## src/rtl/stage_4_mem.sv

```systemverilog
// stage_4_mem: memory-access pipeline stage.
// Non-memory instructions pass their ALU result to writeback with one edge of
// latency. Loads and stores issue a single request to data memory, stall the
// upstream stages until the memory acknowledges, then release for one cycle.
// All state advances on the falling edge of clk, like the other pipeline registers.
// Optional feature: define STAGE4_MEM_ALIGN_CHECK_EN to reject misaligned word
// accesses and report them on fault_out. The fault_out port exists only in that build.
module stage_4_mem (
  input  logic        clk,
  input  logic        rst_n,
  input  logic [31:0] alu_res,
  input  logic [31:0] rs2_val,
  input  logic [4:0]  rd_idx,
  input  logic        mem_load_enable,
  input  logic        mem_store_enable,
  input  logic        reg_write_enable,
  output logic        dmem_req,
  output logic        dmem_we,
  output logic [31:0] dmem_addr,
  output logic [31:0] dmem_wdata,
  input  logic [31:0] dmem_rdata,
  input  logic        dmem_ack,
  output logic        stall_out,
  output logic [31:0] wb_val_out,
  output logic [4:0]  rd_idx_out,
  output logic        reg_write_enable_out
`ifdef STAGE4_MEM_ALIGN_CHECK_EN
  ,
  output logic        fault_out
`endif
);

  typedef enum logic [1:0] {
    IDLE = 2'd0,
    REQ  = 2'd1,
    DONE = 2'd2
  } state_t;

  state_t state;
  state_t next_state;

  logic mem_op;
  logic is_store;
  logic misaligned;
  logic issue;

  // A load takes priority when both enables are set, so only a pure store writes memory.
  assign mem_op   = mem_load_enable | mem_store_enable;
  assign is_store = mem_store_enable & ~mem_load_enable;

`ifdef STAGE4_MEM_ALIGN_CHECK_EN
  assign misaligned = mem_op & (alu_res[1:0] != 2'b00);
`else
  assign misaligned = 1'b0;
`endif

  // A new access starts only from IDLE. DONE never issues, so the instruction that
  // is still presented during DONE is not sent to memory a second time.
  assign issue = (state == IDLE) & mem_op & ~misaligned;

  // State register; reset abandons any outstanding access.
  always_ff @(negedge clk or negedge rst_n) begin
    if (!rst_n) begin
      state <= IDLE;
    end else begin
      state <= next_state;
    end
  end

  // Next-state logic. REQ has no timeout and waits as long as the memory needs.
  always_comb begin
    next_state = state;
    case (state)
      IDLE: begin
        if (issue) begin
          next_state = REQ;
        end
      end
      REQ: begin
        if (dmem_ack) begin
          next_state = DONE;
        end
      end
      DONE: begin
        next_state = IDLE;
      end
      default: begin
        next_state = IDLE;
      end
    endcase
  end

  // Stall upstream while an access is being issued or is outstanding, and never during reset.
  always_comb begin
    stall_out = 1'b0;
    if (rst_n) begin
      case (state)
        IDLE:    stall_out = mem_op & ~misaligned;
        REQ:     stall_out = 1'b1;
        default: stall_out = 1'b0;
      endcase
    end
  end

  // Memory-request and writeback registers. The writeback enable defaults to a bubble every edge.
  always_ff @(negedge clk or negedge rst_n) begin
    if (!rst_n) begin
      dmem_req             <= 1'b0;
      dmem_we              <= 1'b0;
      dmem_addr            <= 32'h0;
      dmem_wdata           <= 32'h0;
      wb_val_out           <= 32'h0;
      rd_idx_out           <= 5'd0;
      reg_write_enable_out <= 1'b0;
    end else begin
      reg_write_enable_out <= 1'b0;
      case (state)
        IDLE: begin
          if (issue) begin
            dmem_req   <= 1'b1;
            dmem_we    <= is_store;
            dmem_addr  <= alu_res;
            dmem_wdata <= rs2_val;
          end else if (!mem_op) begin
            wb_val_out           <= alu_res;
            rd_idx_out           <= rd_idx;
            reg_write_enable_out <= reg_write_enable;
          end
        end
        REQ: begin
          if (dmem_ack) begin
            dmem_req <= 1'b0;
            if (!dmem_we) begin
              wb_val_out           <= dmem_rdata;
              rd_idx_out           <= rd_idx;
              reg_write_enable_out <= reg_write_enable;
            end
          end
        end
        default: begin
        end
      endcase
    end
  end

`ifdef STAGE4_MEM_ALIGN_CHECK_EN
  // Misalignment flag, raised for exactly one edge when a misaligned access is rejected.
  always_ff @(negedge clk or negedge rst_n) begin
    if (!rst_n) begin
      fault_out <= 1'b0;
    end else begin
      fault_out <= (state == IDLE) & misaligned;
    end
  end
`endif

endmodule

```

## config.mk

```make
export PLATFORM = sky130hd
export DESIGN_NAME = stage_4_mem
export DESIGN_NICKNAME = d
export VERILOG_FILES = /design/src/rtl/stage_4_mem.sv
export SDC_FILE = /design/constraint.sdc
export NUM_CORES = 1
export LEC_CHECK = 0
export ABC_AREA = 1
export CAP_MARGIN = 40
export CORE_MARGIN = 8
export CORE_UTILIZATION = 25
export CTS_CLUSTER_DIAMETER = 80
export DETAILED_ROUTE_END_ITERATION = 12
export PLACE_DENSITY = 0.51
export SYNTH_ARGS = -nofsm -noshare
export SYNTH_HDL_FRONTEND = slang
export SYNTH_SLANG_ARGS = --single-unit
```

## constraint.sdc

```tcl
create_clock -name clk -period 1.25 [get_ports clk]
set_clock_uncertainty 0.05 [all_clocks]
set_input_delay 0.25 -clock clk [delete_from_list [all_inputs] [get_ports clk]]
set_output_delay 0.25 -clock clk [all_outputs]
set_load 0.005 [all_outputs]
```

==> metrics <==
nature of the critical path endpoint output pin; WL met2 7.70 mm; DP Area 7170 um^2; TritonCTS buffer count 9; Pins Over Slew Limit 0; largest net degree at the start of global routing 51; critical path class flop to output pin; clock buffer depth 2; violated checks negative setup slack; Highest Signal Layer met4; Die X 151 um; RSZ-0062 raised after global routing true; Met3 Wirelength 1.69 mm; TritonRoute pass-1 iters 6; share of the synthesized area in the top cell type 0.582; clk sinks 106; diode count 0; Seq cells post-synth 106; first-pass GRT wire length 26.7 mm; Final nets 915; layout cells sized above 1 0.239; First DRT Iteration DRCs 199; most used cell, CP buf_6; dpl ws -1.09 ns; max-capacitance violation count 0; cell accounting for the most synthesized area dfrtn_1; Routed wire per std cell 16.0 um; H-Tree Depth 3; worst min-delay path category flop to flop; status complete, but fails checks; via count 4538; largest stage delay on the critical path 0.47 ns; die area 22800 um^2; Yosys warning count 0; Remaining DRCs 0; final instance area 7150 um^2; Slew HR 0.695; ranking of synthesized cells by area dfrtn_1, nand2_1, nand3_1, buf_2, buf_6; Critical Path RT 0.95 ns; GRT Util Overall 0.149; syn avg cell area 8.11 um^2; Max rail drop VDD 0.855 mV; Syn Nets 669; Lkg Pwr 0.00388 uW; starting density of the core 0.254; DIE HEIGHT 151 um; final wirelength 16.6 mm; P&R area growth vs syn 56.9%; sequential share of the synthesized area 0.582; Core Region 17900 um^2; synthesized netlist cell count 562; clk root buf clkbuf_16; io pins 212; worst slew pin tran 0.458 ns; global route total overflow 0; post-route ant nets 0; vias in the first global route 4898; Worst-path clk slew 0.05 ns; vias per cell 4.36; CP arrival 1.83 ns; Final Worst Setup Slack -0.883 ns; floorplan row count 49; met1 wire length 6.94 mm; Final Power 17600 uW; crit path cell chain buf_6 > inv_2 > and3_4 > buf_6; Fin Setup TNS -91.98 ns; crit-path max FO 2; Crit path max-delay family flip-flops; # port buffers 211; TritonCTS clock tree yes; Routability Congestion 0.785; Syn Std Cell Area 4560 um^2; Final Core Density 0.399; DP HPWL 12.2 mm; worst skew pair latency 0.35 ns; CP Launch Type flop; final setup fails 210; final hold vios 0; worst path buffer plus inverter count 3; initial antenna violation count 0; PwrDens 2460 nW/um^2; Netlist cell types 18; slowest library cell on the worst path dfrtn_1
## cells by family after synthesis
family,share of synthesized area
buffers and inverters,0.0483
DFF,0.582
and+or+nand+nor,0.364
AOI/OAI and AO/OA,0.00522
## what timing repair did
item / 4_1_cts / 5_1_grt
setup endpoints to repair: 211 / 210
hold buffers: 0 / 0
setup buffers: 20 / 1
resized for setup: 434 / 4
pin swaps: 0 / 1
## layout make-up
cell class,count,area (um^2)
fill,1842,10800
clock buffer,12,236
timing repair buffer,270,2160
clock inverter,4,76.3
inverter,4,20.0
tap,229,287
sequential,106,2650
multi-input combinational,417,1720
## synthesized netlist by cell type
library cell / n
inv_1: 2
nor2_4: 1
clkbuf_1: 4
buf_2: 20
buf_1: 3
nand3_1: 70
o21ai_0: 1
and3_1: 1
nor2_1: 3
nand2_2: 2
buf_6: 5
a21oi_1: 2
nand3_2: 1
nand2_1: 335
inv_2: 2
o21ai_2: 1
dfrtn_1: 106
buf_4: 3
## state kept, by name (all words and copies together) (netlist names)
name,flops
dmem_we,1
rd_idx_out,5
dmem_req,1
dmem_wdata,32
state,2
wb_val_out,32
reg_write_enable_out,1
dmem_addr,32
## metal layers
metal | global-route usage | up-vias
met5 | 0 | -
met4 | 0.0510 | 0
met3 | 0.0520 | 18
met2 | 0.240 | 173
met1 | 0.183 | 2113
li1 | - | 2234
## placed cells by master, fill, tap and decap left out, types with 3 or more instances in the layout
cell type        instances
nand2_1                332
dfrtn_1                106
clkdlybuf4s50_1        103
buf_2                  101
nand3_1                 69
buf_4                   50
clkbuf_16                9
buf_6                    8
buf_12                   8
nand2_2                  5
clkbuf_1                 3
## worst min-delay path, delay by kind of cell (launching register included)
kind	cells	cell delay, ns
flip-flops	1	0.40
AND/OR/NAND/NOR	2	0.09
## worst paths after layout
kind,from,slack [ns],cells after the start,to
hold / removal,wb_val_out[21],0.36,2,wb_val_out[21]
setup reg to reg,state[1],-0.55,9,rd_idx_out[3]
min in group asynchronous,rst_n,0.44,3,wb_val_out[30]
setup / recovery,state[1],-0.88,4,stall_out
max in group asynchronous,rst_n,0.38,3,dmem_addr[2]
hold reg to reg,wb_val_out[21],0.36,2,wb_val_out[21]
## per-stage QoR
stage                     std cells  hold WS [ns]
after floorplan                 562         0.376
after global placement         1005         0.365
after detailed placement       1005         0.369
after CTS                      1041         0.366
after global routing           1042         0.392
final                          1042         0.365
## power by group
group / switching, uW / internal, uW
logic: 4600 / 3850
clock network: 1260 / 1760
registers: 881 / 5230
total: 6750 / 10800
(Power assumes the default switching activity.)
